`config.mk`:
```
export PLATFORM = sky130hd
export DESIGN_NAME = pump_rotation_ctrl
export DESIGN_NICKNAME = d
export VERILOG_FILES = /design/src/rtl/pump_rotation_ctrl.sv
export SDC_FILE = /design/constraint.sdc
export NUM_CORES = 1
export LEC_CHECK = 0
export ABC_AREA = 1
export CORE_ASPECT_RATIO = 0.8
export CORE_MARGIN = 2
export CORE_UTILIZATION = 35
export CTS_CLUSTER_DIAMETER = 60
export DETAILED_ROUTE_END_ITERATION = 10
export GPL_TIMING_DRIVEN = 0
export PLACE_DENSITY = 0.63
export SLEW_MARGIN = 5
export SYNTH_ARGS = -nofsm -noshare
export SYNTH_HDL_FRONTEND = slang
export SYNTH_SLANG_ARGS = --single-unit
```
`constraint.sdc`:
```
create_clock -name clk -period 4.5 [get_ports clk]
set_clock_uncertainty 0.05 [all_clocks]
set_input_delay 0.45 -clock clk [delete_from_list [all_inputs] [get_ports clk]]
set_output_delay 0.45 -clock clk [all_outputs]
set_load 0.05 [all_outputs]
```
`src/rtl/pump_rotation_ctrl.sv`:
```
`default_nettype none
// ============================================================================
// Module      : pump_rotation_ctrl
// Description : N-pump tank controller. Thermometer-coded level sensors are
//               synchronised and turned into a pump demand count. The demand
//               is served by healthy pumps taken in order from a rotating lead
//               pointer. Each pump has a minimum run time, and a faulted pump
//               is dropped and bypassed.
// Revision    : 1.0 - initial release
// ============================================================================
module pump_rotation_ctrl #(
  parameter int N_PUMPS = 2,
  parameter int MIN_ON  = 4
) (
  input  logic                       clk,
  input  logic                       rst,
  input  logic [N_PUMPS-1:0]         lvl,
  input  logic [N_PUMPS-1:0]         pump_fault,
  output logic [N_PUMPS-1:0]         pump,
  output logic [$clog2(N_PUMPS)-1:0] lead,
  output logic                       short_alarm,
  output logic                       sensor_err
);

  // Width of the lead index, width of a demand/pump count (0..N_PUMPS),
  // and width of a run counter (0..MIN_ON-1).
  localparam int c_lw = $clog2(N_PUMPS);
  localparam int c_dw = $clog2(N_PUMPS + 1);
  localparam int c_cw = $clog2(MIN_ON + 1);

  // Registered state
  logic [N_PUMPS-1:0] r_lvl_meta;
  logic [N_PUMPS-1:0] r_lvl_s;
  logic [c_dw-1:0]    r_d_prev;
  logic [c_lw-1:0]    r_lead;
  logic [N_PUMPS-1:0] r_pump;
  logic               r_short;
  logic               r_err;

  // Combinational intermediates
  logic [N_PUMPS:0]   w_lvl_ext;
  logic               w_valid;
  logic [c_dw-1:0]    w_ones;
  logic [c_dw-1:0]    w_hcount;
  logic [c_dw-1:0]    w_d;
  logic [c_dw-1:0]    w_take;
  logic               w_start;
  logic [N_PUMPS-1:0] w_healthy;
  logic [c_lw-1:0]    w_lead_nxt;
  logic [N_PUMPS-1:0] w_want;
  logic [N_PUMPS-1:0] w_pump_nxt;

  assign w_healthy = ~pump_fault;

  // A valid thermometer code is 2^k-1. Adding one then clears every set bit.
  assign w_lvl_ext = {1'b0, r_lvl_s};
  assign w_valid   = ((w_lvl_ext + (N_PUMPS + 1)'(1)) & w_lvl_ext) == '0;

  // Count the active level sensors and the healthy pumps.
  always_comb begin
    w_ones   = '0;
    w_hcount = '0;
    for (int i = 0; i < N_PUMPS; i++) begin
      w_ones   = w_ones + c_dw'(r_lvl_s[i]);
      w_hcount = w_hcount + c_dw'(w_healthy[i]);
    end
  end

  // An invalid sensor code keeps the previous demand. The previous demand is
  // always derived from a valid code, so it is the last valid value.
  assign w_d     = w_valid ? (c_dw'(N_PUMPS) - w_ones) : r_d_prev;
  assign w_start = (r_d_prev == '0) && (w_d != '0);
  assign w_take  = (w_d < w_hcount) ? w_d : w_hcount;

  // Pick the lead used this cycle. On a start event it moves to the next
  // healthy pump after the current one. If every pump is faulted, it holds.
  always_comb begin
    logic [c_lw-1:0] idx;
    logic            found;
    w_lead_nxt = r_lead;
    idx        = '0;
    found      = 1'b0;
    if (w_start) begin
      for (int k = 1; k <= N_PUMPS; k++) begin
        idx = c_lw'((int'(r_lead) + k) % N_PUMPS);
        if (!found && w_healthy[idx]) begin
          w_lead_nxt = idx;
          found      = 1'b1;
        end
      end
    end
  end

  // Request the first w_take healthy pumps, scanning upward from the lead.
  always_comb begin
    logic [c_lw-1:0] idx;
    logic [c_dw-1:0] taken;
    w_want = '0;
    idx    = '0;
    taken  = '0;
    for (int k = 0; k < N_PUMPS; k++) begin
      idx = c_lw'((int'(w_lead_nxt) + k) % N_PUMPS);
      if (w_healthy[idx] && (taken < w_take)) begin
        w_want[idx] = 1'b1;
        taken       = taken + c_dw'(1);
      end
    end
  end

  // Per-pump minimum-run-time counter and next enable. A fault overrides
  // both the request and the hold.
  for (genvar g = 0; g < N_PUMPS; g++) begin : g_pump
    logic [c_cw-1:0] r_cnt;

    assign w_pump_nxt[g] = w_healthy[g] &
                           (w_want[g] | (r_pump[g] & (r_cnt != '0)));

    // Load MIN_ON-1 on turn-on, count down while on, clear when off.
    always_ff @(posedge clk or posedge rst) begin
      if (rst) begin
        r_cnt <= '0;
      end else if (!w_pump_nxt[g]) begin
        r_cnt <= '0;
      end else if (!r_pump[g]) begin
        r_cnt <= c_cw'(MIN_ON - 1);
      end else if (r_cnt != '0) begin
        r_cnt <= r_cnt - c_cw'(1);
      end
    end
  end

  // Two-flop sensor synchroniser. The reset value decodes to full demand.
  always_ff @(posedge clk or posedge rst) begin
    if (rst) begin
      r_lvl_meta <= '0;
      r_lvl_s    <= '0;
    end else begin
      r_lvl_meta <= lvl;
      r_lvl_s    <= r_lvl_meta;
    end
  end

  // Demand history, lead pointer, pump enables and status flags.
  always_ff @(posedge clk or posedge rst) begin
    if (rst) begin
      r_d_prev <= '0;
      r_lead   <= c_lw'(N_PUMPS - 1);
      r_pump   <= '0;
      r_short  <= 1'b0;
      r_err    <= 1'b0;
    end else begin
      r_d_prev <= w_d;
      r_lead   <= w_lead_nxt;
      r_pump   <= w_pump_nxt;
      r_short  <= (w_d > w_hcount);
      r_err    <= ~w_valid;
    end
  end

  assign pump        = r_pump;
  assign lead        = r_lead;
  assign short_alarm = r_short;
  assign sensor_err  = r_err;

endmodule
`default_nettype wire
```
==> results of run 1 <==
per-stage QoR:
step           power [mW]  instances  setup WS [ns]  area (sq um)  util, %
4_1_cts             0.564        166           2.15          1170     42.9
3_3_place_gp        0.464        162           1.84          1140     41.8
2_1_floorplan       0.408        114           2.44           990        -
6_report            0.554        166           2.13          1170     42.9
3_5_place_dp        0.474        162           1.81          1140     41.8
5_1_grt             0.608        166           1.96          1170     42.9
metal layers:
metal	wire length, microns	vias to the layer above	share of wire, %
met5	0	-	0
li1	-	387	-
met3	26	2	1.5
met1	835	329	50
met4	19	0	1.1
met2	797	6	47
area by class of cell:
type,instances,area (sq um),area share [%]
sequential,17,427,36.5
inverter,25,93.8,8.04
clock inverter,1,7.51,0.643
clock buffer,3,22.5,1.93
timing repair buffer,10,100,8.57
tap,38,47.5,4.07
multi-input combinational,72,469,40.2
power by group through the flow:
stage | logic, mW | clock network, mW | registers [mW]
6_report | 0.263 | 0.0857 | 0.206
5_1_grt | 0.297 | 0.101 | 0.210
4_1_cts | 0.266 | 0.0916 | 0.206
3_5_place_dp | 0.265 | 0 | 0.209
3_3_place_gp | 0.256 | 0 | 0.208
2_1_floorplan | 0.155 | 0 | 0.252
final timing paths:
kind,endpoint,depth (start not counted),slack [ns],start
setup / recovery,g_pump[1].r_cnt[0],13,2.13,pump_fault[0]
max in group asynchronous,sensor_err,2,3.50,rst
min in group asynchronous,r_lvl_meta[1],2,0.48,rst
hold / removal,r_lvl_s[1],0,0.31,r_lvl_meta[1]
setup reg to reg,g_pump[1].r_cnt[0],13,2.20,r_lvl_s[0]
hold reg to reg,r_lvl_s[1],0,0.31,r_lvl_meta[1]
cell usage in the layout, fill, tap and decap left out, types with 4 or more instances in the layout:
cell type / instances
nor2_1: 8
o21ai_0: 4
inv_1: 22
nand2_1: 13
nand3_1: 5
clkdlybuf4s50_1: 10
dfrtp_1: 16
ha_1: 10
nor2_2: 4
nand2_2: 7
a21oi_1: 9
logic make-up (layout without fill, tap and decap cells):
kind of cell               after synthesis  count (layout)  share of synthesized area [%]
AOI/OAI and AO/OA                       17              17                           11.1
xor gates and xnor gates                 2               2                           1.77
adders and majority gates               10              10                           12.6
buffers and inverters                   25              39                           9.48
DFF                                     17              17                           43.1
and+or+nand+nor                         43              43                           21.9
registers in the layout, indices dropped and copies added (netlist names):
register,count
r_lvl_s,2
r_d_prev,2
pump,2
g_pump.r_cnt,6
sensor_err,1
short_alarm,1
r_lvl_meta,2
lead,1
worst register-to-register path, stage by stage (launching register included):
cell	delay, ns
dfrtp_1	0.38
inv_1	0.10
ha_1	0.29
nand2_1	0.12
o21a_1	0.12
ha_1	0.28
inv_1	0.06
nor2_1	0.04
o21ai_0	0.19
nand3_2	0.15
inv_2	0.10
nor2_2	0.04
nor2_2	0.16
a21oi_1	0.10
==> key figures, run 1 <==
Power
  – Leakage: around 0.59 nW
  – Net switching power: about 0.24 mW
  – Max rail drop VDD: ~0.00022 V
  – Clock network fraction of design power: roughly 16%
  – Comb pwr share: roughly 47%
  – Sequential share of power: between 30% and 40%
  – Cell internal pwr: ~0.31 mW
  – Power per cell area: between 400 and 500 nW/um^2
  – Switching share of total power: 43.6%

Synth
  – Predominant post-synthesis flop cell: dfrtp_1
  – Synth cell types: 20
  – Post-synthesis cell count: approximately 110
  – Seq/Total Area, Yosys: ~43%
  – Synth area leaders: dfrtp_1 (40%), ha_1 (13%), inv_1 (8.3%)
  – YS warnings: 0
  – Avg Cell Area, Syn: a little under 9 sq um
  – Post-synth top cells: inv_1 (22), dfrtp_1 (16), nand2_1 (13), ha_1 (10), a21oi_1 (9)
  – Post-Syn Nets: 130
  – Count leader, synth: inv_1
  – Leading area contributor after synthesis: dfrtp_1
  – Top cell type's share of synthesized area: ~40%
  – Post-synth EDFFs: 0
  – Synth async-reset ratio: 100%
  – Synthesis-stage register bit count: 17
  – Post-Syn Area: slightly below 1000 sq um

Clocking
  – CTS Buffer Depth: 2
  – CTS tree: yes
  – # hold bufs at CTS: 0
  – PostCTS Resize Cnt: 0
  – CTS buffer count: 3
  – Clock Tree Root: clkbuf_4
  – Setup bufs post-CTS: 0
  – CTS H-tree lvls: 1
  – Clk slew on worst S/H paths: between 0.1 and 0.15 ns
  – Total clock sinks: 17
  – Clock Latency Late Sink: ~0.3 ns

Global route
  – Global routing usage on met1: about 14%
  – Gr ovfl total: 0
  – Antenna violations before repair: 0
  – Gr busiest metal: met2
  – Number of global-route vias before repair: just under 700
  – Largest net degree at the start of global routing: 18
  – GR Layer Usage met2: 20.2%
  – Met3 usage: about 3.9%
  – First-pass GRT wire length: approximately 3000 microns
  – Overall Global Routing Usage: about an eighth

Timing
  – Final Hold Violating Endpoints: 0
  – Max Clk Rate: about 420 MHz
  – Final setup fails: 0
  – Setup TNS: 0 ns
  – Fin crit share: between 50% and 60%
  – Hold Slack: a little over 0.3 ns
  – Worst slew margin: 56.4%
  – Clock period minus worst slack: 2.37 ns
  – Unrepaired setup endpoints after global routing: false
  – Worst-Margin Slew: 0.653 ns
  – Fin. max-slew vios: 0

Drt
  – Routed via count: 724
  – Drt via density: ~4.4
  – # DRC: 0
  – DRT Pass-1 Iters: 4
  – Post-route ant nets: 0
  – Post-detailed-routing wire length: 1680 microns
  – DR iter-0 viols: 7
  – Wirelength per Cell: 10.1 microns

Setup path
  – Critical Path AT: around 2.5 ns
  – CP Capture Type: flop
  – Crit-path max FO: 4
  – Buf/Inv on CP: 5
  – CP top delay family: buffers and inverters
  – Startpoint types: input port
  – Crit path cell chain: clkdlybuf4s50_1 > inv_1 > ha_1 > inv_1 > ha_1 > inv_1 > nor2_1 > o21ai_0 > nand3_2 > inv_2 > nor2_2 > nor2_2 > a21oi_1
  – CP max stage cell: clkdlybuf4s50_1
  – CP max stage delay: 0.52 ns
  – Kind of critical path: in -> reg
  – Most Frequent Cell on Critical Path: inv_1
  – Worst Path Required: between 4 and 5 ns

Job
  – Max_cap viols: 0

Floorplan
  – Starting Density: a little over a third
  – Die Span Y: between 50 and 60 microns
  – Die W: 63.5 microns
  – Die ar.: roughly 3300 sq um
  – # rows: 17
  – Core Footprint: 2720 sq um
  – IO Count: 11

Placement
  – RePlAce Congestion: 0.836
  – Input/output buffers: 10
  – HPWL Detailed: ~1300 microns

Final layout
  – Antenna diode instance count: 0
  – Number of fill cells: 292
  – Share of layout cells above drive strength 1: between 10% and 20%
  – Fin nets: around 150
  – P&R area growth vs syn: 18.0%

Run status
  – Outcome: finished, final reports clean

Hold path
  – Hold Path Class: reg -> reg
Note: power is estimated with default switching activity, not from simulation.
==> inputs of run 2 (changes only) <==
==> constraint.sdc (replaced) <==
create_clock -name clk -period 2.4 [get_ports clk]
set_clock_uncertainty 0.05 [all_clocks]
set_input_delay 0.24 -clock clk [delete_from_list [all_inputs] [get_ports clk]]
set_output_delay 0.24 -clock clk [all_outputs]
set_load 0.05 [all_outputs]
==> run 2 against run 1 <==
Against the previous run: register-to-register slack worse by 2.0 ns; worst hold slack worse by 0.042 ns; power is 88% higher; largest power group unchanged; die area stayed put; core utilization is 0.46 points higher; count of clock-buffer cells in the layout stayed put; sequential share of layout area is 0.39 points lower; largest cell class unchanged; worst setup slack worse by 1.9 ns; sequential cell count stayed put; global-route usage stayed put.
==> key figures, run 2 (synthesis results as in run 1) <==
Clocking
  – Clk slew on worst S/H paths: 0.11 ns (about the same)
  – CTS H-tree lvls: 1 (unchanged)
  – CTS buffer count: 3 (unchanged)
  – Clock Latency Late Sink: 0.30 ns (about the same)
  – CTS Buffer Depth: 2 (unchanged)
  – Clock Tree Root: clkbuf_4 (unchanged)
  – # hold bufs at CTS: 0 (unchanged)
  – CTS tree: yes (unchanged)
  – Total clock sinks: 17 (unchanged)

Timing
  – Fin crit share: 91.5%
  – Fin. max-slew vios: 0 (unchanged)
  – Setup TNS: 0 ns (unchanged)
  – Worst slew margin: 56.5% (was 56.4%)
  – Clock period minus worst slack: around 2.2 ns
  – Max Clk Rate: 456 MHz
  – Final Hold Violating Endpoints: 0 (unchanged)
  – Hold Slack: 0.269 ns (was 0.311 ns)
  – Final setup fails: 0 (unchanged)
  – Worst-Margin Slew: 0.651 ns (was 0.653 ns)

Global route
  – First-pass GRT wire length: 2920 microns (unchanged)
  – Antenna violations before repair: 0 (unchanged)
  – Number of global-route vias before repair: 683 (unchanged)
  – Overall Global Routing Usage: 11.9% (unchanged)
  – Largest net degree at the start of global routing: 18 (unchanged)
  – Gr ovfl total: 0 (unchanged)

Final layout
  – Commonest non-fill, non-tap cell in the layout: inv_1 (unchanged)
  – Fin nets: 145 (unchanged)
  – Post-route insts no fill: 166 (unchanged)
  – Share of layout cells above drive strength 1: 18.8% (was 18.0%)
  – Register name with the most flops: g_pump.r_cnt (unchanged)
  – Antenna diode instance count: 0 (unchanged)
  – Fin util: 43.3% (was 42.9%)
  – Largest register FFs: 6 (unchanged)
  – P&R area growth vs syn: 19.2% (was 18.0%)
  – Number of fill cells: 290 (was 292)
  – Most frequent cells in the layout: inv_1 (22), dfrtp_1 (16), nand2_1 (13), clkdlybuf4s50_1 (10) (was inv_1 (22), dfrtp_1 (16), nand2_1 (13), ha_1 (10), clkdlybuf4s50_1 (10))

Drt
  – Routed via count: 723 (was 724)
  – Post-route ant nets: 0 (unchanged)
  – Wirelength per Cell: 10.1 microns (about the same)
  – # DRC: 0 (unchanged)
  – Drt via density: 4.36 (about the same)
  – Post-detailed-routing wire length: 1680 microns (about the same)
  – DR iter-0 viols: 7 (unchanged)
  – DRT Pass-1 Iters: 4 (unchanged)

Floorplan
  – # rows: 17 (unchanged)
  – Die ar.: 3270 sq um (unchanged)
  – Die W: 63.5 microns (unchanged)
  – Die Span Y: 51.6 microns (unchanged)
  – Starting Density: 36.4% (unchanged)
  – IO Count: 11 (unchanged)
  – Core Footprint: 2720 sq um (unchanged)

Setup path
  – CP max stage cell: dfrtp_1 (was clkdlybuf4s50_1)
  – Crit path cell chain: inv_1 > ha_4 > nand2_1 > o21a_1 > ha_1 > inv_1 > nor2_1 > o21ai_0 > nand3_2 > inv_2 > nor2_2 > nor2_2 > a21oi_1 (was clkdlybuf4s50_1 > inv_1 > ha_1 > inv_1 > ha_1 > inv_1 > nor2_1 > o21ai_0 > nand3_2 > inv_2 > nor2_2 > nor2_2 > a21oi_1)
  – Worst Path Required: 2.53 ns (was 4.63 ns)
  – Startpoint types: flop (was input port)
  – Crit-path max FO: 7 (was 4)
  – Kind of critical path: reg -> reg (was in -> reg)
  – Critical Path AT: 2.33 ns (was 2.50 ns)
  – CP Capture Type: flop (unchanged)
  – CP max stage delay: 0.38 ns (was 0.52 ns)
  – Setup slack, reg-to-reg: 0.20 ns (was 2.20 ns)

Power
  – Power per cell area: 882 nW/um^2 (was 475 nW/um^2)
  – Leakage: 0.587 nW (about the same)
  – Max rail drop VDD: 0.000414 V (was 0.000221 V)
  – Post-route total power: 1.04 mW (was 0.554 mW)

Placement
  – HPWL Detailed: 1350 microns (unchanged)
  – Placed insts: 162 (unchanged)
  – Input/output buffers: 10 (unchanged)
  – RePlAce Congestion: 0.836 (unchanged)

Run status
  – Outcome: finished, final reports clean (unchanged)

Job
  – Max_cap viols: 0 (unchanged)

Hold path
  – Hold Path Class: in -> async (was reg -> reg)
## run 2: cell counts in the layout (fill, tap and decap cells not counted)
No cell type changed its count.
## run 2: worst paths after layout
path                       depth (start not counted)                 end     startpoint
setup / recovery                                  13  g_pump[1].r_cnt[0]     r_lvl_s[0]
hold / removal                                     2       r_lvl_meta[1]            rst
setup reg to reg                                  13  g_pump[1].r_cnt[0]     r_lvl_s[0]
hold reg to reg                                    0          r_lvl_s[1]  r_lvl_meta[1]
max in group asynchronous                          2          sensor_err            rst
min in group clk                                   0          r_lvl_s[1]  r_lvl_meta[1]
## run 2: worst max-delay path: cells and delay by family, from the launching register on
family                   cells  cell delay (ns)
AO/OA/AOI/OAI                3             0.40
adder cells (fa/ha/maj)      2             0.47
buffers and inverters        3             0.30
flip-flops                   1             0.38
AND/OR/NAND/NOR              5             0.48
## run 2: report_power, final
group          switching, mW  leakage, nW  total, mW  internal, mW
logic                  0.321        0.360      0.494         0.173
clock network         0.0974       0.0139      0.161        0.0635
registers             0.0358        0.213      0.386         0.350
total                  0.455        0.587       1.04         0.586
## run 2: final cells by class
type                    instances  area [sq um]  area share [%]
multi-input cells              72           482            40.8
flip-flops and latches         17           427            36.2
repair buffers                 10           100            8.48
inverters                      25          93.8            7.95
well taps                      38          47.5            4.03
clock buffers                   3          22.5            1.91
clock inverters                 1          7.51           0.636
## run 2: repair_timing
item	4_1_cts	5_1_grt
endpoints found under the hold margin	0	0
setup buffers	0	0
gates resized for setup	0	2
setup endpoints to repair	0	8
## run 2: routing by layer
metal  share of wire, %  global-route usage [%]
met4                1.1                    4.35
met1                 50                    14.2
met5                  0                       0
met2                 48                    20.2
met3                1.5                    3.90
## run 2: per-stage QoR
| stage | setup WS [ns] | cell area [sq um] |
|---|---|---|
| floorplan | 0.343 | 990 |
| global placement | -0.0481 | 1140 |
| detailed placement | -0.0763 | 1140 |
| CTS | 0.0904 | 1170 |
| global route | -0.00474 | 1180 |
| finish | 0.205 | 1180 |
==> inputs of run 3 (changes only) <==
--- a/config.mk
+++ b/config.mk
@@ -6,14 +6,16 @@
 export NUM_CORES = 1
 export LEC_CHECK = 0
 export ABC_AREA = 1
+export CELL_PAD_IN_SITES_DETAIL_PLACEMENT = 1
+export CELL_PAD_IN_SITES_GLOBAL_PLACEMENT = 2
 export CORE_ASPECT_RATIO = 0.8
 export CORE_MARGIN = 2
-export CORE_UTILIZATION = 35
+export CORE_UTILIZATION = 33
 export CTS_CLUSTER_DIAMETER = 60
 export DETAILED_ROUTE_END_ITERATION = 10
 export GPL_TIMING_DRIVEN = 0
-export PLACE_DENSITY = 0.63
-export SLEW_MARGIN = 5
+export PLACE_DENSITY = 0.86
+export SLEW_MARGIN = 20
 export SYNTH_ARGS = -nofsm -noshare
 export SYNTH_HDL_FRONTEND = slang
 export SYNTH_SLANG_ARGS = --single-unit
==> run 3 against run 2 <==
Against the previous run: worst setup slack gained 0.0024 ns; die area grew 5.6%; sequential cell count is the same; critical endpoint unchanged; critical path type is now in -> reg; largest power group unchanged; via count grew 5.4%; highest routed layer unchanged; power grew 7.6%; non-clock buffer count is the same; fmax grew 0.11%; critical path depth grew 1; core utilization shrank 0.64 points.
==> key figures, run 3 (synthesis results as in run 1) <==
Setup path
  – Crit path to: g_pump[1].r_cnt[0] (unchanged)
  – CP top delay family: buffers and inverters (was simple AND/OR/NAND/NOR gates)
  – Worst Path Required: 2.48 ns (was 2.53 ns)
  – Startpoint types: input port (was flop)
  – Kind of critical path: in -> reg (was reg -> reg)
  – CP max stage cell: clkdlybuf4s50_1 (was dfrtp_1)
  – Crit path depth: 14 (was 13)
  – Critical Path AT: 2.27 ns (was 2.33 ns)
  – Most Frequent Cell on Critical Path: inv_1
  – R2R cell count: 14 (was 13)
  – Crit-path max FO: 4 (was 7)
  – CP startpoint: pump_fault[1] (was r_lvl_s[0])
  – Setup slack, reg-to-reg: 0.22 ns (was 0.20 ns)
  – CP Capture Type: flop (unchanged)
  – Buf/Inv on CP: 5 (was 3)
  – Crit path cell chain: clkdlybuf4s50_1 > inv_1 > ha_1 > inv_1 > ha_1 > inv_1 > nor2_1 > nor2_1 > nand2_1 > nand3_2 > inv_2 > nor2_2 > nor2_2 > a21oi_1 (was inv_1 > ha_4 > nand2_1 > o21a_1 > ha_1 > inv_1 > nor2_1 > o21ai_0 > nand3_2 > inv_2 > nor2_2 > nor2_2 > a21oi_1)
  – CP max stage delay: 0.49 ns (was 0.38 ns)
  – R2R Path Start: r_lvl_s[0] (unchanged)
  – Worst R2R End: g_pump[1].r_cnt[0] (unchanged)

Power
  – Max rail drop VDD: 0.000336 V (was 0.000414 V)
  – Power per cell area: 935 nW/um^2 (was 882 nW/um^2)
  – Leakage: 0.593 nW (was 0.587 nW)
  – Post-route total power: 1.12 mW (was 1.04 mW)

Global route
  – Gr ovfl total: 0 (unchanged)
  – Largest net degree at the start of global routing: 18 (unchanged)
  – Met3 usage: 2.55% (was 3.90%)
  – Number of global-route vias before repair: 821 (was 683)
  – Gr busiest metal: met2 (unchanged)
  – Antenna violations before repair: 0 (unchanged)
  – Global routing usage on met1: 17.4% (was 14.2%)
  – Overall Global Routing Usage: 13.8% (was 11.9%)
  – First-pass GRT wire length: 3520 microns (was 2920 microns)
  – GR Layer Usage met2: 23.5% (was 20.2%)

Drt
  – Drt via density: 4.59 (was 4.36)
  – Routed via count: 762 (was 723)
  – DRT Pass-1 Iters: 4 (unchanged)
  – DR iter-0 viols: 25 (was 7)
  – Post-detailed-routing wire length: 2000 microns (was 1680 microns)
  – Post-route ant nets: 0 (unchanged)
  – # DRC: 0 (unchanged)
  – Wirelength per Cell: 12.0 microns (was 10.1 microns)

Final layout
  – Finished Cell Area: 1200 sq um (was 1180 sq um)
  – Fin nets: 145 (unchanged)
  – Most frequent cells in the layout: inv_1 (20), dfrtp_1 (16), nand2_1 (13), clkdlybuf4s50_1 (10), ha_1 (9) (was inv_1 (22), dfrtp_1 (16), nand2_1 (13), clkdlybuf4s50_1 (10))
  – Register name with the most flops: g_pump.r_cnt (unchanged)
  – P&R area growth vs syn: 21.1% (was 19.2%)
  – Antenna diode instance count: 0 (unchanged)
  – Largest register FFs: 6 (unchanged)
  – Share of layout cells above drive strength 1: 20.3% (was 18.8%)
  – Commonest non-fill, non-tap cell in the layout: inv_1 (unchanged)

Timing
  – Final Hold Violating Endpoints: 0 (unchanged)
  – Setup WS post-layout: 0.207 ns (was 0.205 ns)
  – Hold Slack: 0.304 ns (was 0.269 ns)
  – Max Clk Rate: 456 MHz (about the same)
  – Fin crit share: 91.4% (was 91.5%)
  – Worst-Margin Slew: 0.669 ns (was 0.651 ns)
  – Setup TNS: 0 ns (unchanged)
  – Final setup fails: 0 (unchanged)
  – Clock period minus worst slack: 2.19 ns (was 2.20 ns)
  – Fin. max-slew vios: 0 (unchanged)
  – Worst slew margin: 55.3% (was 56.5%)

Placement
  – Input/output buffers: 10 (unchanged)
  – Worst slack at placement: -0.151 ns (was -0.0763 ns)
  – HPWL Detailed: 1650 microns (was 1350 microns)
  – RePlAce Congestion: 0.701 (was 0.836)
  – Placed cell area: 1140 sq um (unchanged)

Floorplan
  – Die Span Y: 53.0 microns (was 51.6 microns)
  – IO Count: 11 (unchanged)
  – Die W: 65.2 microns (was 63.5 microns)
  – Core Footprint: 2810 sq um (was 2720 sq um)
  – # rows: 17 (unchanged)
  – Die ar.: 3460 sq um (was 3270 sq um)
  – Starting Density: 35.2% (was 36.4%)

Clocking
  – CTS tree: yes (unchanged)
  – Clk slew on worst S/H paths: 0.07 ns (was 0.11 ns)
  – Clock Tree Root: clkbuf_8 (was clkbuf_4)
  – Total clock sinks: 17 (unchanged)
  – CTS H-tree lvls: 1 (unchanged)
  – # hold bufs at CTS: 0 (unchanged)
  – Clock Latency Late Sink: 0.25 ns (was 0.30 ns)
  – CTS Buffer Depth: 2 (unchanged)
  – CTS buffer count: 3 (unchanged)

Job
  – Max_cap viols: 0 (unchanged)

Hold path
  – Hold Path Class: reg -> reg (was in -> async)

Run status
  – Outcome: finished, final reports clean (unchanged)
-- run 3: cell types whose count changed in the layout (fill, tap and decap cells not counted), moves of 2 or more --
cell and change:
clkbuf_4 -3, clkbuf_8 +3, inv_1 -2, inv_2 +2
-- run 3: worst min-delay path by stage --
stage                        startpoint                 end  slack [ns]  cells past startpoint
after floorplan                     rst  g_pump[0].r_cnt[0]        0.12                      1
after global placement    r_lvl_meta[0]          r_lvl_s[0]        0.28                      0
after detailed placement  r_lvl_meta[0]          r_lvl_s[0]        0.29                      0
after CTS                 r_lvl_meta[0]          r_lvl_s[0]        0.31                      0
after global routing      r_lvl_meta[0]          r_lvl_s[0]        0.32                      0
final                     r_lvl_meta[1]          r_lvl_s[1]        0.30                      0
-- run 3: final cells by class --
class / instances / area, sq um
fillers: 348 / 1610
multi-input cells: 72 / 485
flip-flops and latches: 17 / 427
repair buffers: 10 / 100
inverters: 25 / 93.8
well taps: 38 / 47.5
clock buffers: 4 / 45.0
-- run 3: metrics by stage --
| stage | util (%) | cells |
|---|---|---|
| finish | 42.7 | 166 |
| detailed placement | 40.5 | 162 |
| CTS | 42.1 | 166 |
| global placement | 40.5 | 162 |
| global route | 42.7 | 166 |
| floorplan | - | 114 |
-- run 3: routing by layer --
metal	up-vias	share of wire, %
met4	0	0.70
met2	9	47
met3	2	2.7
met5	-	0
li1	388	-
met1	363	50
-- run 3: timing repair --
action                                  in CTS  in global routing
resized for setup                            0                  6
buffers inserted                             0                  0
endpoints found under the setup margin       0                  8
-- run 3: report_power, final --
part | total (mW) | internal [mW] | switching, mW
logic | 0.516 | 0.175 | 0.342
clock network | 0.216 | 0.118 | 0.0977
registers | 0.388 | 0.351 | 0.0372
total | 1.12 | 0.644 | 0.476
